$ cat src/rtl/dag_circ_top.sv
// rtl/dag_circ_top.sv - dual data address generator with circular wrap and bit reversal
module dag_circ_top #(
  parameter int AW   = 16,
  parameter int NREG = 8,
  parameter int IW   = $clog2(NREG)
) (
  input  logic          clk,
  input  logic          rst,
  input  logic          ps_dg_en,
  input  logic          ps_dg_dgsclt,
  input  logic          ps_dg_mdfy,
  input  logic          ps_dg_brev,
  input  logic [IW-1:0] ps_dg_iadd,
  input  logic [IW-1:0] ps_dg_madd,
  input  logic          ps_dg_wrt_en,
  input  logic [IW+2:0] ps_dg_wrt_add,
  input  logic [IW+2:0] ps_dg_rd_add,
  input  logic [AW-1:0] bc_dt_out,
  output logic [AW-1:0] dg_dm_add,
  output logic [AW-1:0] dg_pm_add,
  output logic          dg_dm_vld,
  output logic          dg_pm_vld,
  output logic [AW-1:0] dg_bc_dt
);

  // register type field of the write/read address
  localparam logic [1:0] TYPE_M = 2'b00;
  localparam logic [1:0] TYPE_I = 2'b01;
  localparam logic [1:0] TYPE_L = 2'b10;
  localparam logic [1:0] TYPE_B = 2'b11;

  // per-generator register files: [generator][index]
  logic [AW-1:0] i_reg [2][NREG];
  logic [AW-1:0] m_reg [2][NREG];
  logic [AW-1:0] l_reg [2][NREG];
  logic [AW-1:0] b_reg [2][NREG];

  // request operands; L and B are paired with the I register being used
  logic          req_gen;
  logic [AW-1:0] cur_i;
  logic [AW-1:0] cur_m;
  logic [AW-1:0] cur_l;
  logic [AW-1:0] cur_b;

  assign req_gen = ps_dg_dgsclt;
  assign cur_i   = i_reg[req_gen][ps_dg_iadd];
  assign cur_m   = m_reg[req_gen][ps_dg_madd];
  assign cur_l   = l_reg[req_gen][ps_dg_iadd];
  assign cur_b   = b_reg[req_gen][ps_dg_iadd];

  // wide signed copies so the wrap compares see the true (unwrapped) sum
  logic signed [AW+1:0] sum_s;
  logic signed [AW+1:0] b_s;
  logic signed [AW+1:0] bl_s;
  logic                 m_neg;
  logic                 wrap_dn;
  logic                 wrap_up;

  assign sum_s = $signed({2'b00, cur_i}) + $signed({{2{cur_m[AW-1]}}, cur_m});
  assign b_s   = $signed({2'b00, cur_b});
  assign bl_s  = $signed({2'b00, cur_b}) + $signed({2'b00, cur_l});
  assign m_neg = cur_m[AW-1];

  // wrap decision: forward past the buffer end or backward below its base
  always_comb begin
    wrap_dn = 1'b0;
    wrap_up = 1'b0;
    if (cur_l != '0) begin
      if (!m_neg && (sum_s >= bl_s)) begin
        wrap_dn = 1'b1;
      end
      if (m_neg && (sum_s < b_s)) begin
        wrap_up = 1'b1;
      end
    end
  end

  // modular result: the low AW bits of the wide arithmetic are all that survive
  logic [AW-1:0] lin_sum;
  logic [AW-1:0] mod_res;

  assign lin_sum = cur_i + cur_m;

  // apply the single wrap correction to the linear sum
  always_comb begin
    mod_res = lin_sum;
    if (wrap_dn) begin
      mod_res = lin_sum - cur_l;
    end else if (wrap_up) begin
      mod_res = lin_sum + cur_l;
    end
  end

  // raw address before optional bit reversal
  logic [AW-1:0] raw_addr;
  logic [AW-1:0] rev_addr;
  logic [AW-1:0] out_addr;

  assign raw_addr = ps_dg_mdfy ? mod_res : cur_i;

  for (genvar k = 0; k < AW; k++) begin : g_brev
    assign rev_addr[k] = raw_addr[AW-1-k];
  end

  assign out_addr = ps_dg_brev ? rev_addr : raw_addr;

  // write address decode
  logic [1:0]    wr_type;
  logic          wr_gen;
  logic [IW-1:0] wr_idx;

  assign wr_type = ps_dg_wrt_add[IW+2:IW+1];
  assign wr_gen  = ps_dg_wrt_add[IW];
  assign wr_idx  = ps_dg_wrt_add[IW-1:0];

  // register file update: post-modify first, explicit writes last so they win
  always_ff @(posedge clk) begin
    if (rst) begin
      for (int g = 0; g < 2; g++) begin
        for (int n = 0; n < NREG; n++) begin
          i_reg[g][n] <= '0;
          m_reg[g][n] <= '0;
          l_reg[g][n] <= '0;
          b_reg[g][n] <= '0;
        end
      end
    end else begin
      if (ps_dg_en && !ps_dg_mdfy) begin
        i_reg[req_gen][ps_dg_iadd] <= mod_res;
      end
      if (ps_dg_wrt_en) begin
        case (wr_type)
          TYPE_M: m_reg[wr_gen][wr_idx] <= bc_dt_out;
          TYPE_I: i_reg[wr_gen][wr_idx] <= bc_dt_out;
          TYPE_L: l_reg[wr_gen][wr_idx] <= bc_dt_out;
          TYPE_B: begin
            b_reg[wr_gen][wr_idx] <= bc_dt_out;
            i_reg[wr_gen][wr_idx] <= bc_dt_out;
          end
          default: ;
        endcase
      end
    end
  end

  // registered address outputs; the idle generator holds its address
  always_ff @(posedge clk) begin
    if (rst) begin
      dg_dm_add <= '0;
      dg_pm_add <= '0;
      dg_dm_vld <= 1'b0;
      dg_pm_vld <= 1'b0;
    end else begin
      dg_dm_vld <= ps_dg_en && !req_gen;
      dg_pm_vld <= ps_dg_en && req_gen;
      if (ps_dg_en && !req_gen) begin
        dg_dm_add <= out_addr;
      end
      if (ps_dg_en && req_gen) begin
        dg_pm_add <= out_addr;
      end
    end
  end

  // read address decode
  logic [1:0]    rd_type;
  logic          rd_gen;
  logic [IW-1:0] rd_idx;
  logic [AW-1:0] rd_reg;

  assign rd_type = ps_dg_rd_add[IW+2:IW+1];
  assign rd_gen  = ps_dg_rd_add[IW];
  assign rd_idx  = ps_dg_rd_add[IW-1:0];

  // register read mux
  always_comb begin
    rd_reg = '0;
    case (rd_type)
      TYPE_M:  rd_reg = m_reg[rd_gen][rd_idx];
      TYPE_I:  rd_reg = i_reg[rd_gen][rd_idx];
      TYPE_L:  rd_reg = l_reg[rd_gen][rd_idx];
      TYPE_B:  rd_reg = b_reg[rd_gen][rd_idx];
      default: rd_reg = '0;
    endcase
  end

  // exact-address bypass only; a B write does not forward to the I it loads
  always_comb begin
    dg_bc_dt = rd_reg;
    if (ps_dg_wrt_en && (ps_dg_wrt_add == ps_dg_rd_add)) begin
      dg_bc_dt = bc_dt_out;
    end
  end

endmodule

$ cat config.mk
export PLATFORM = sky130hd
export DESIGN_NAME = dag_circ_top
export DESIGN_NICKNAME = d
export VERILOG_FILES = /design/src/rtl/dag_circ_top.sv
export SDC_FILE = /design/constraint.sdc
export NUM_CORES = 2
export LEC_CHECK = 0
export ABC_AREA = 1
export CAP_MARGIN = 20
export CORE_ASPECT_RATIO = 1.2
export CORE_MARGIN = 10
export CORE_UTILIZATION = 35
export CTS_CLUSTER_SIZE = 16
export DETAILED_ROUTE_END_ITERATION = 10
export PLACE_DENSITY_LB_ADDON = 0.1
export SLEW_MARGIN = 20
export SYNTH_ARGS = -nofsm -noshare
export SYNTH_HDL_FRONTEND = slang
export SYNTH_SLANG_ARGS = --single-unit
$ cat constraint.sdc
create_clock -name clk -period 7.17 [get_ports clk]
set_input_delay 0.717 -clock clk [delete_from_list [all_inputs] [get_ports clk]]
set_output_delay 0.717 -clock clk [all_outputs]
set_load 0.02 [all_outputs]
==> metrics.csv <==
stage,metric,value,unit
run_status,status,"complete, no violations",
clock_tree,cts_hold_buf,0,
clock_tree,numCtsBuffers,116,
route,drc,0,
grt,grt_pass1_wl,410.2,mm
floorplan,dieWidth,400.9,um
logic_synthesis,synthTopCellsByArea,"edfxtp_1 50%, o21ai_0 9.0%, nor2_1 7.7%, nand2_1 4.3%, a21oi_1 3.4%",
critical_path,endpoint_kind,register,
clock_tree,cts_tree,done,
cells_and_area,area_growth,13.86,%
critical_path,required,7.77,ns
clock_tree,clk_latency,0.81,ns
floorplan,start_util,35.27,%
grt,grt_pass1_vias,54540,
clock_tree,post-cts-setup-buffers,0,
critical_path,crit_type,primary input to register,
cells_and_area,fin_area,69400,um2
pwr,leakagePower,25.72,nW
logic_synthesis,synth_largest_area_cell,edfxtp_1,
logic_synthesis,synthCells,7089,
hold_path,hold_path_class,primary input to register,
sta,fin_crit,6.548,ns
critical_path,arrival,7.15,ns
cells_and_area,stdcell_count,9424,
cells_and_area,layout-drive-gt1-share,9.709,%
logic_synthesis,synth_warnings,0,
logic_synthesis,synthesis.area,60950,um2
sta,tns,0,ns
clock_tree,clkSinkCount,1058,
floorplan,dieArea,191300,um2
cells_and_area,finalNetCount,7182,
critical_path,r2r_cells,35,
logic_synthesis,synth_seq_cells,1058,
pwr,powerDensity,265.6,nW/um2
critical_path,max_stage_delay,0.73,ns
job,max_cap_violations,0,
grt,grt-ovfl-total,0,
floorplan,io_pins,91,
critical_path,startpoint_type,primary input,
placement,gp_congestion,0.9490,
route,via_per_inst,6.086,
logic_synthesis,syn-num-nets,7226,
clock_tree,htree_levels,3,
pwr,vdd_ir_drop_max,201.9,uV
grt,antenna_found_initial,14,
route,drt-total-wl,294.3,mm
sta,finClkSkew,0.05262,ns
logic_synthesis,synth-edff-count,1024,
sta,max_freq,152.7,MHz
logic_synthesis,synthFlopType,edfxtp_1,
grt,grt_use_total,29.57,%
sta,rsz0062_at_grt,false,
sta,finalCritPeriodShare,91.33,%
route,vias,57350,
sta,finalSetupViolations,0,
sta,drv_slew,0,
placement,dp_hpwl,186.7,mm
route,dr.pass1.iters,6,
logic_synthesis,synth_cell_type_count,61,
route,ant_nets,0,
grt,grt_max_degree,138,
hold_path,holdPathStages,3,
clock_tree,cts_root_buffer,clkbuf_16,
clock_tree,cts.clk_slew.worst_paths,0.06,ns
floorplan,core,172800,um2
sta,relSlewSlack,14.10,%
floorplan,num_rows,167,
floorplan,die_h,477.1,um
pwr,power,0.01843,W
clock_tree,clock_path_buffers,3,
critical_path,worstPathMaxFanout,15,
logic_synthesis,syn_avg_cell_area,8.598,um2
placement,dpl-instance-area,65770,um2
sta,finalHoldViolations,0,
placement,numPlacedInstances,9205,
route,drt_iter0_markers,6865,
sta,whs,0.5401,ns
critical_path,cp_slowest_cell,clkdlybuf4s50_1,
placement,port_buffers,90,
critical_path,cpMostUsedCell,nand2_1,
critical_path,reg2reg_slack,1.40,ns
logic_synthesis,synth_top_area_share,50.45,%
logic_synthesis,synth-seq-area-share,51.57,%
sta,worst_pin_slew,1.275,ns
clock_tree,cts_resized,0,
route,wl_per_cell,31.23,um
logic_synthesis,async_flop_share,0,%
-- critical path, delay by kind of cell --
family,cells,cell delay (ns)
AOI/OAI and AO/OA,4,0.64
xor gates and xnor gates,1,0.38
adders and majority gates,2,0.53
buffers and inverters,7,1.87
and+or+nand+nor,21,3.00
-- logic make-up after synthesis --
logic type,after synthesis,synth area share (%)
AND/OR/NAND/NOR,2481,16.59
multiplexers,7,0.1150
AO/OA/AOI/OAI,2281,21.71
XOR/XNOR,50,0.7185
adder cells (fa/ha/maj),96,2.020
buffers and inverters,1116,7.281
flip-flops,1058,51.57
-- synthesized netlist by cell type, types with 81 or more instances --
cell type	instances
a21oi_1	419
clkbuf_1	484
edfxtp_1	1024
ha_1	92
inv_1	472
nand2_1	701
nand3_1	373
nor2_1	1249
nor3_1	81
o211ai_1	128
o21ai_0	1090
o21ai_1	178
o221ai_1	124
o22ai_1	164
-- through the flow --
step,utilization (%),worst slack (ns)
after floorplan,-,0.5717
after global placement,38.01,-0.06740
after detailed placement,38.06,-0.02014
after CTS,40.12,0.7915
after global routing,40.16,0.2559
final,40.16,0.6220
-- worst paths after layout --
kind,startpoint,end
setup reg to reg,b_reg[1][83]$_DFFE_PP_,i_reg[1][33]$_DFFE_PP_
setup / recovery,ps_dg_iadd[2],i_reg[1][33]$_DFFE_PP_
hold / removal,ps_dg_en,dg_pm_vld$_SDFF_PP0_
hold reg to reg,dg_pm_add[12]$_SDFFE_PP0P_,dg_pm_add[12]$_SDFFE_PP0P_
-- per-layer routing --
metal  GRT usage [%]  wire [um]  vias to the layer above
met5               0         46                        -
met4           18.07      20150                        8
met3           5.762      28460                      828
met2           46.52     131800                     3461
met1           37.39     113900                    28060
li1                -          -                    25000
-- report_power, final --
part	switching [W]	total, W	internal (W)
Sequential	0.000195	0.00743	0.00723
Combinational	0.00349	0.00513	0.00164
Clock	0.00265	0.00587	0.00322
Total	0.00634	0.0184	0.0121
-- area by class of cell --
class,instances,area (um2)
fillers,17170,103400
repair buffers,443,4233
well taps,2281,2854
inverters,511,1958
diodes,5,12.51
clock buffers,142,3064
flip-flops and latches,1058,31430
clock inverters,69,495.5
multi-input cells,4915,25350
-- cells in the final DEF, fill, tap and decap left out, types with 10 or more instances in the layout --
master              n
nor2_1           1245
o21ai_0          1080
edfxtp_1         1024
nand2_1           696
inv_1             441
a21oi_1           400
nand3_1           368
buf_4             300
o21ai_1           177
o22ai_1           164
o211ai_1          128
o221ai_1          124
clkbuf_16         119
ha_1               92
nor3_1             81
clkdlybuf4s50_1    81
clkinv_1           53
buf_12             48
o22ai_2            45
inv_2              40
nand4_1            40
xor2_1             39
dfxtp_1            34
o32ai_1            27
clkbuf_1           23
clkinv_2           20
a21oi_2            17
nand2_2            15
a211oi_1           14
o21bai_1           12
xnor2_1            11
o41ai_1            11
a21oi_4            11
a21boi_0           10
Note: power is estimated with default switching activity, not from simulation.
